==> src/rtl/load_store_unit.sv <==
// load_store_unit: RV32I load/store unit sitting behind the ALU.
// Decodes and checks the request, steers store bytes onto a valid/ready
// memory port, waits for read data and sign/zero-extends loads. The core is
// stalled through busy until the one-cycle done pulse.
`timescale 1ns/1ps
module load_store_unit (
  input  logic        clk,
  input  logic        rst_n,
  input  logic        req_valid,
  input  logic        req_we,
  input  logic [2:0]  req_funct3,
  input  logic [31:0] req_addr,
  input  logic [31:0] req_wdata,
  output logic        busy,
  output logic        done,
  output logic        fault,
  output logic [31:0] load_data,
  output logic        mem_valid,
  input  logic        mem_ready,
  output logic        mem_we,
  output logic [31:0] mem_addr,
  output logic [3:0]  mem_wstrb,
  output logic [31:0] mem_wdata,
  input  logic        mem_rvalid,
  input  logic [31:0] mem_rdata
);

  typedef enum logic [1:0] {
    S_IDLE = 2'd0,
    S_REQ  = 2'd1,
    S_WAIT = 2'd2,
    S_DONE = 2'd3
  } state_e;

  state_e      state_q, state_d;
  logic        fault_q;
  logic        we_q;
  logic [2:0]  f3_q;
  logic [1:0]  off_q;
  logic [31:0] addr_q;
  logic [3:0]  wstrb_q;
  logic [31:0] wdata_q;
  logic [31:0] load_data_q;

  logic        legal;
  logic        misaligned;
  logic        req_ok;
  logic        accept;

  // Byte-enable pattern for a store of the given width at byte offset off.
  function automatic logic [3:0] store_strobe(input logic [2:0] f3,
                                              input logic [1:0] off);
    logic [3:0] s;
    case (f3[1:0])
      2'b00:   s = 4'b0001 << off;
      2'b01:   s = 4'b0011 << off;
      default: s = 4'b1111;
    endcase
    return s;
  endfunction

  // Replicate the store operand across all lanes so the strobes pick the
  // right bytes regardless of offset.
  function automatic logic [31:0] store_lanes(input logic [2:0]  f3,
                                              input logic [31:0] rs2);
    logic [31:0] w;
    case (f3[1:0])
      2'b00:   w = {4{rs2[7:0]}};
      2'b01:   w = {2{rs2[15:0]}};
      default: w = rs2;
    endcase
    return w;
  endfunction

  // Pick the addressed byte/half out of the read word and extend it.
  function automatic logic [31:0] load_extract(input logic [2:0]  f3,
                                               input logic [1:0]  off,
                                               input logic [31:0] rdata);
    logic [7:0]  b;
    logic [15:0] h;
    logic [31:0] r;
    case (off)
      2'd0:    b = rdata[7:0];
      2'd1:    b = rdata[15:8];
      2'd2:    b = rdata[23:16];
      default: b = rdata[31:24];
    endcase
    h = off[1] ? rdata[31:16] : rdata[15:0];
    case (f3)
      3'b000:  r = {{24{b[7]}}, b};
      3'b001:  r = {{16{h[15]}}, h};
      3'b100:  r = {24'd0, b};
      3'b101:  r = {16'd0, h};
      default: r = rdata;
    endcase
    return r;
  endfunction

  // Request legality: funct3 must name a real access for its direction and
  // the address must be naturally aligned for the access width.
  always_comb begin
    legal      = 1'b0;
    misaligned = 1'b0;
    if (req_we) begin
      legal = (req_funct3 == 3'b000) || (req_funct3 == 3'b001) ||
              (req_funct3 == 3'b010);
    end else begin
      legal = (req_funct3 == 3'b000) || (req_funct3 == 3'b001) ||
              (req_funct3 == 3'b010) || (req_funct3 == 3'b100) ||
              (req_funct3 == 3'b101);
    end
    case (req_funct3[1:0])
      2'b01:   misaligned = req_addr[0];
      2'b10:   misaligned = (req_addr[1:0] != 2'b00);
      default: misaligned = 1'b0;
    endcase
    req_ok = legal && !misaligned;
    accept = (state_q == S_IDLE) && req_valid;
  end

  // State register; reset aborts any access in flight.
  always_ff @(posedge clk or negedge rst_n) begin
    if (!rst_n) begin
      state_q <= S_IDLE;
    end else begin
      state_q <= state_d;
    end
  end

  // Next-state logic. Faulting requests skip straight to DONE without
  // touching memory; rvalid only matters while waiting for read data.
  always_comb begin
    state_d = state_q;
    case (state_q)
      S_IDLE: begin
        if (req_valid) begin
          state_d = req_ok ? S_REQ : S_DONE;
        end
      end
      S_REQ: begin
        if (mem_ready) begin
          state_d = we_q ? S_DONE : S_WAIT;
        end
      end
      S_WAIT: begin
        if (mem_rvalid) begin
          state_d = S_DONE;
        end
      end
      default: state_d = S_IDLE;
    endcase
  end

  // Request capture: memory fields are frozen at accept so they stay stable
  // for the whole handshake. Stores and faults clear the load result.
  always_ff @(posedge clk or negedge rst_n) begin
    if (!rst_n) begin
      fault_q     <= 1'b0;
      we_q        <= 1'b0;
      f3_q        <= 3'd0;
      off_q       <= 2'd0;
      addr_q      <= 32'd0;
      wstrb_q     <= 4'd0;
      wdata_q     <= 32'd0;
      load_data_q <= 32'd0;
    end else begin
      if (accept) begin
        fault_q <= !req_ok;
        if (req_ok) begin
          we_q    <= req_we;
          f3_q    <= req_funct3;
          off_q   <= req_addr[1:0];
          addr_q  <= {req_addr[31:2], 2'b00};
          wstrb_q <= req_we ? store_strobe(req_funct3, req_addr[1:0]) : 4'd0;
          wdata_q <= req_we ? store_lanes(req_funct3, req_wdata) : 32'd0;
        end
        if (!req_ok || req_we) begin
          load_data_q <= 32'd0;
        end
      end else if ((state_q == S_WAIT) && mem_rvalid) begin
        load_data_q <= load_extract(f3_q, off_q, mem_rdata);
      end
    end
  end

  // Outputs: memory port straight from registers; core handshake from state.
  always_comb begin
    busy      = req_valid && (state_q != S_DONE);
    done      = (state_q == S_DONE);
    fault     = (state_q == S_DONE) && fault_q;
    load_data = load_data_q;
    mem_valid = (state_q == S_REQ);
    mem_we    = we_q;
    mem_addr  = addr_q;
    mem_wstrb = wstrb_q;
    mem_wdata = wdata_q;
  end

endmodule
==> config.mk <==
export PLATFORM = sky130hd
export DESIGN_NAME = load_store_unit
export DESIGN_NICKNAME = d
export VERILOG_FILES = /design/src/rtl/load_store_unit.sv
export SDC_FILE = /design/constraint.sdc
export NUM_CORES = 1
export LEC_CHECK = 0
export ABC_AREA = 1
export CORE_UTILIZATION = 40
export DETAILED_ROUTE_END_ITERATION = 8
export MAX_ROUTING_LAYER = met4
export PLACE_DENSITY_LB_ADDON = 0.12
export REMOVE_ABC_BUFFERS = 1
export SLEW_MARGIN = 20
export SYNTH_ARGS = -nofsm -noshare
export SYNTH_HDL_FRONTEND = slang
export SYNTH_SLANG_ARGS = --single-unit
==> constraint.sdc <==
create_clock -name clk -period 2.06 [get_ports clk]
set_input_delay 0.515 -clock clk [delete_from_list [all_inputs] [get_ports clk]]
set_output_delay 0.515 -clock clk [all_outputs]
set_load 0.02 [all_outputs]
==> results of run 1 <==
==> worst reg2reg max path: stages (launching register included) <==
cell	delay [ns]
dfrtp_1	0.49
inv_2	0.32
nand3_1	0.19
nand4_2	0.12
nand3_2	0.32
nand2_1	0.17
nand2_1	0.06
==> stage by stage <==
| step | total power [uW] | area [um^2] | hold WS, ns |
|---|---|---|---|
| floorplan | 6580 | 5190 | 0.219 |
| global placement | 9370 | 7810 | 0.453 |
| detailed placement | 9510 | 7810 | 0.458 |
| CTS | 11300 | 8090 | 0.266 |
| global route | 12000 | 8120 | 0.277 |
| finish | 11200 | 8120 | 0.202 |
==> sequential cells by signal, indices dropped and copies added (netlist names) <==
register	count
fault_q	1
f3_q	3
load_data	32
off_q	2
mem_addr	30
mem_wstrb	4
mem_we	1
mem_wdata	32
state_q	2
==> what timing repair did <==
item / in CTS / in global routing
pin swaps: 0 / 1
endpoints found under the setup margin: 4 / 34
gates cloned: 0 / 1
resized for setup: 4 / 5
==> synth_stat cells (all sizes together) <==
master and instances:
nand2 266, dfrtp 107, o21ai 74, inv 62, nand3 61, buf 27, nor2 25, o211ai 25
a21oi 19, clkbuf 18, ha 7, nor3 7, nand4 3, o22ai 2, or2 2, a211oi 1
a21boi 1, conb 1, nand3b 1
==> logic make-up (layout without fill, tap and decap cells) <==
logic type                 Yosys count  count (layout)  share of synthesized area
buffers and inverters              107             313                     0.0863
and+or+nand+nor                    365             365                      0.277
other                                1               2                   0.000691
adders and majority gates            7               7                     0.0161
AOI/OAI and AO/OA                  122             122                      0.126
DFF                                107             107                      0.494
==> worst paths after layout <==
| check | from | end | slack, ns | depth (start not counted) |
|---|---|---|---|---|
| setup / recovery | state_q[0] | busy | 0.07 | 3 |
| hold / removal | rst_n | load_data[29] | 0.20 | 2 |
| setup reg to reg | off_q[1] | load_data[23] | 0.27 | 6 |
| hold reg to reg | mem_addr[8] | mem_addr[8] | 0.47 | 2 |
| max in group asynchronous | rst_n | mem_wdata[6] | 1.37 | 2 |
| min in group clk | mem_addr[8] | mem_addr[8] | 0.47 | 2 |
==> power by group through the flow <==
stage	sequential, uW	clock [uW]	combinational (uW)
2_1_floorplan	4530	0	2060
6_report	3550	1740	5920
3_3_place_gp	3530	0	5840
5_1_grt	3660	1840	6490
3_5_place_dp	3570	0	5950
4_1_cts	3550	1770	5950
==> placed cells by master, fill, tap and decap left out, types with 7 or more instances in the layout <==
cell type	n
a21oi_1	19
o21ai_0	43
inv_1	58
buf_4	23
dfrtp_1	107
nor3_1	7
o21ai_1	31
nor2_1	23
o211ai_1	25
buf_12	8
clkdlybuf4s50_1	202
clkbuf_16	10
nand2_1	263
nand3_1	59
==> layer usage <==
| layer | GRT usage | up-vias | part of all wire |
|---|---|---|---|
| met3 | 0.0545 | 28 | 0.066 |
| met4 | 0.0870 | 0 | 0.022 |
| met2 | 0.389 | 210 | 0.48 |
| met5 | - | - | 0 |
| li1 | - | 2681 | - |
| met1 | 0.309 | 2520 | 0.43 |
==> final cells by class <==
type | count | area share
Sequential cell | 107 | 0.330
Inverter | 62 | 0.0286
Multi-Input combinational cell | 496 | 0.282
Timing Repair Buffer | 238 | 0.297
Tap cell | 176 | 0.0271
Clock inverter | 2 | 0.00462
Clock buffer | 11 | 0.0311
==> results.txt, run 1 <==
----------------------------------------------------
[Global route]
  Number of global-route vias before repair ... 5,527
  Total congestion overflow after global routing ... 0
  Initial antenna violation count ... 0
  Largest net degree at the start of global routing ... 108
  First-pass GRT wire length ... 26,800 um
  Total track usage ... 0.245

[Run]
  Total of max-cap violations ... 0

[Pwr]
  Share of total power consumed by net switching ... 0.415
  Clock Power Share ... 0.155
  Power Internal ... 6560 uW
  Net switching power of the design ... 4650 uW
  Maximum resistive drop on vdd ... 0.827 mV
  Combinational share of power ... 0.528
  Sequential share of power ... 0.317
  Lkg Pwr ... 0.00401 uW
  Ratio of total power to cell area ... 1380 mW/mm^2

[Critical path]
  Arrival time worst endpoint ... 1.48 ns
  Maximum fanout along the worst path ... 4
  Crit-path leading delay family ... flip-flops
  Critical path class ... reg -> out
  Critical path, cell by cell ... ha_1 > nor2_1 > dlygate4sd2_1
  Element type at the critical path end ... output port
  Worst Path Buf+Inv ... 1
  Critical-path top delay cell ... dfrtp_1
  Launching element type of the critical path ... flop
  Worst endpoint required time ... 1.54 ns
  Maximum single-stage delay on the critical path ... 0.41 ns

[Placed design]
  IO buf count ... 207
  DP Cell Count ... 1,078
  Routability congestion estimate ... 0.858
  DP Worst Slack ... -0.266 ns
  Post-detailed-placement half-perimeter wirelength ... 11,300 um

[Drt]
  Final WL ... 16,300 um
  DR vias/cell ... 4.98
  DR iter-0 viols ... 526
  Number of vias after detailed routing ... 5,439
  Detailed Routing Iterations Pass 1 ... 5
  Residual DRC ... 0
  Final antenna-violating net count ... 0
  Wirelength per Cell ... 14.9 um

[Floorplanning]
  Core footprint ... 0.0132 mm^2
  Height of the chip ... 118 um
  Initial Util ... 0.410
  Die width ... 118 um
  Row count ... 42
  I/O pin count ... 210
  Die area ... 0.0140 mm^2

[STA]
  Number of pins with negative max-slew slack in the final report ... 0
  Final total negative setup slack ... 0 ns
  Min Tclk post-route ... 1.99 ns
  Final setup skew ... 0.00930 ns
  Final cycle utilization of the critical path ... 0.967
  Final worst-path setup slack ... 0.0678 ns
  Total setup violations reported at the end of the flow ... 0
  RSZ-0062 raised after global routing ... true
  Slew headroom ... 0.588
  Final Hold Viols ... 0
  Highest clock frequency the design can meet ... 502 MHz
  Slew @ Worst Pin ... 0.618 ns

[Clock tree]
  CTS Buf Count ... 9
  TritonCTS clock tree ... built
  Buffer levels on the longest clock path ... 2
  Setup Fix Bufs, Post-CTS ... 0
  Root Driver ... clkbuf_16
  H-tree levels ... 3
  TritonCTS Sinks ... 107
  Number of buffers added to fix hold violations after cts ... 0
  Skew-Pair Late Insertion Delay ... 0.36 ns
  Clk slew on worst S/H paths ... 0.07 ns

[Yosys]
  Yosys cell types ... 28
  Average size of a mapped cell ... 7.65 um^2
  Cell types with the largest area share after synthesis ... dfrtp_1, nand2_1, nand3_1
  Sequential-to-total area share from yosys stat ... 0.494
  Library cell occupying the most area in the post-synthesis netlist ... dfrtp_1
  Cell area after technology mapping ... 0.00542 mm^2
  Synthesized netlist cell count ... 709
  #FFs+latches synth ... 107
  Number of warnings printed during yosys synthesis ... 0
  Proportion of netlist area held by the largest area contributor ... 0.494

[Layout]
  Fraction of layout cells with a size suffix above 1 ... 0.0666
  Number of antenna repair diodes ... 0
  Number of fill cells in the layout ... 1,219
  Final Core Density ... 0.613
  FF+latch area ... 0.00268 mm^2
  Area growth from synthesis to layout ... 49.8%
  Cell Count, Final, Fillers Out ... 1,092
  Area of combinational cells with multiple inputs ... 0.00229 mm^2
  Final Net Count ... 1,026

[Worst hold path]
  Path category of the worst min-delay check ... in -> async

[Run status]
  Run status ... completed

----------------------------------------------------
Note: power is estimated with default switching activity, not from simulation.
==> run 2: changes to the inputs <==
- clock period: 2.06 -> 2.1 ns (I/O delays scaled with it)
==> results.txt, run 2 (synthesis results as in run 1) <==
----------------------------------------------------
[Layout]
  Area growth from synthesis to layout ... 50.4%
  Fraction of layout cells with a size suffix above 1 ... 0.0643
  Number of fill cells in the layout ... 1,216
  Most frequent cells in the layout ... nand2_1, clkdlybuf4s50_1, dfrtp_1
  Number of antenna repair diodes ... 0
  Final Net Count ... 1,024
  Area of combinational cells with multiple inputs ... 0.00229 mm^2
  Most frequent standard cell in the layout excluding fill and tap cells ... nand2_1
  FF+latch area ... 0.00268 mm^2

[STA]
  Final Hold Viols ... 0
  Total setup violations reported at the end of the flow ... 0
  Final setup skew ... 0.00528 ns
  Final total negative setup slack ... 0 ns
  Min Tclk post-route ... 2.00 ns
  Highest clock frequency the design can meet ... 501 MHz
  Number of pins with negative max-slew slack in the final report ... 0
  Final cycle utilization of the critical path ... 0.951
  RSZ-0062 raised after global routing ... false

[Drt]
  Final WL ... 16,400 um
  Wirelength per Cell ... 15.0 um
  Final antenna-violating net count ... 0
  DR iter-0 viols ... 439
  Residual DRC ... 0
  Number of vias after detailed routing ... 5,490
  DR vias/cell ... 5.02
  Detailed Routing Iterations Pass 1 ... 5

[Clock tree]
  Root Driver ... clkbuf_16
  Setup Fix Bufs, Post-CTS ... 0
  H-tree levels ... 3
  Skew-Pair Late Insertion Delay ... 0.35 ns
  Clk slew on worst S/H paths ... 0.07 ns
  TritonCTS Sinks ... 107
  CTS Buf Count ... 9
  Buffer levels on the longest clock path ... 2
  TritonCTS clock tree ... built

[Run status]
  Run status ... completed

[Global route]
  First-pass GRT wire length ... 26,700 um
  Total track usage ... 0.247
  Total congestion overflow after global routing ... 0
  Largest net degree at the start of global routing ... 64
  Number of global-route vias before repair ... 5,515
  Initial antenna violation count ... 0

[Pwr]
  Power Internal ... 6530 uW
  Lkg Pwr ... 0.00403 uW
  Maximum resistive drop on vdd ... 0.677 mV
  Total power of the final layout ... 11,100 uW
  Share of total power consumed by net switching ... 0.413
  Net switching power of the design ... 4590 uW
  Sequential share of power ... 0.313
  Ratio of total power to cell area ... 1360 mW/mm^2
  Clock Power Share ... 0.165
  Combinational share of power ... 0.521

[Floorplanning]
  I/O pin count ... 210
  Height of the chip ... 118 um
  Die area ... 0.0140 mm^2
  Core footprint ... 0.0132 mm^2
  Die width ... 118 um
  Row count ... 42
  Initial Util ... 0.410

[Critical path]
  Element type at the critical path end ... output port
  FF-to-FF Start ... off_q[1]
  Arrival time worst endpoint ... 1.47 ns
  Worst endpoint required time ... 1.57 ns
  Crit path launch ... state_q[0]
  Maximum fanout along the worst path ... 4
  Launching element type of the critical path ... flop
  Critical path class ... reg -> out

[Worst hold path]
  Path category of the worst min-delay check ... reg -> reg
  Start point of the worst min-delay path ... mem_addr[8]

[Placed design]
  Post-detailed-placement half-perimeter wirelength ... 11,400 um
  Routability congestion estimate ... 0.870
  IO buf count ... 207

[Run]
  Total of max-cap violations ... 0

----------------------------------------------------
[run 2: changes by cell type in the layout (fill, tap and decap cells not counted), moves of 2 or more]
cell | previous run | this run
buf_4 | 23 | 19
clkbuf_1 | 0 | 2
o21ai_1 | 31 | 29
o21ai_0 | 43 | 45
[run 2: cell type report]
cell class	count	area share
Multi-Input combinational cell	496	0.281
Tap cell	176	0.0270
Timing Repair Buffer	236	0.296
Clock inverter	4	0.00905
Sequential cell	107	0.328
Clock buffer	12	0.0302
Inverter	62	0.0285
[run 2: repair_timing]
item                                    CTS  global route
hold buffers                              1             0
hold endpoints to repair                  7             0
gates resized for setup                   4             3
gates cloned                              0             1
endpoints found under the setup margin    4             8
[run 2: routing by layer]
metal | part of all wire | vias up | global-route usage
met1 | 0.43 | 2578 | 0.307
li1 | - | 2672 | -
met5 | 0 | - | -
met3 | 0.068 | 29 | 0.0618
met2 | 0.48 | 211 | 0.391
met4 | 0.022 | 0 | 0.0878
[run 2: power by group through the flow]
stage | combinational (uW) | clock [uW] | sequential, uW
final | 5800 | 1840 | 3480
after global routing | 6340 | 1960 | 3590
after CTS | 5820 | 1880 | 3490
after detailed placement | 5810 | 0 | 3510
after global placement | 5720 | 0 | 3470
after floorplan | 2020 | 0 | 4440
[run 2: worst max-delay path: stages (launching register included)]
cell           delay, ns
dfrtp_1             0.41
ha_1                0.27
nor2_1              0.11
dlygate4sd2_1       0.34
[run 2: per-stage QoR]
step	setup slack, ns	hold WS (ns)	cell area, um^2	util	std cells
after global routing	0.0154	0.498	8160	0.616	1093
after global placement	-0.212	0.368	7800	0.589	1075
after floorplan	-0.587	0.229	5190	-	665
after CTS	0.0856	0.475	8120	0.613	1092
final	0.104	0.471	8160	0.616	1093
after detailed placement	-0.274	0.375	7800	0.589	1075
[run 2: path summary, 6_finish.rpt]
kind | cells after the start | to | slack (ns)
worst min register to register | 2 | mem_addr[8] | 0.47
worst max-delay path | 3 | busy | 0.10
worst min-delay path | 2 | mem_addr[8] | 0.47
worst max register to register | 6 | load_data[30] | 0.31
max in group asynchronous | 3 | mem_wdata[11] | 0.99
min in group asynchronous | 2 | mem_wdata[16] | 0.55
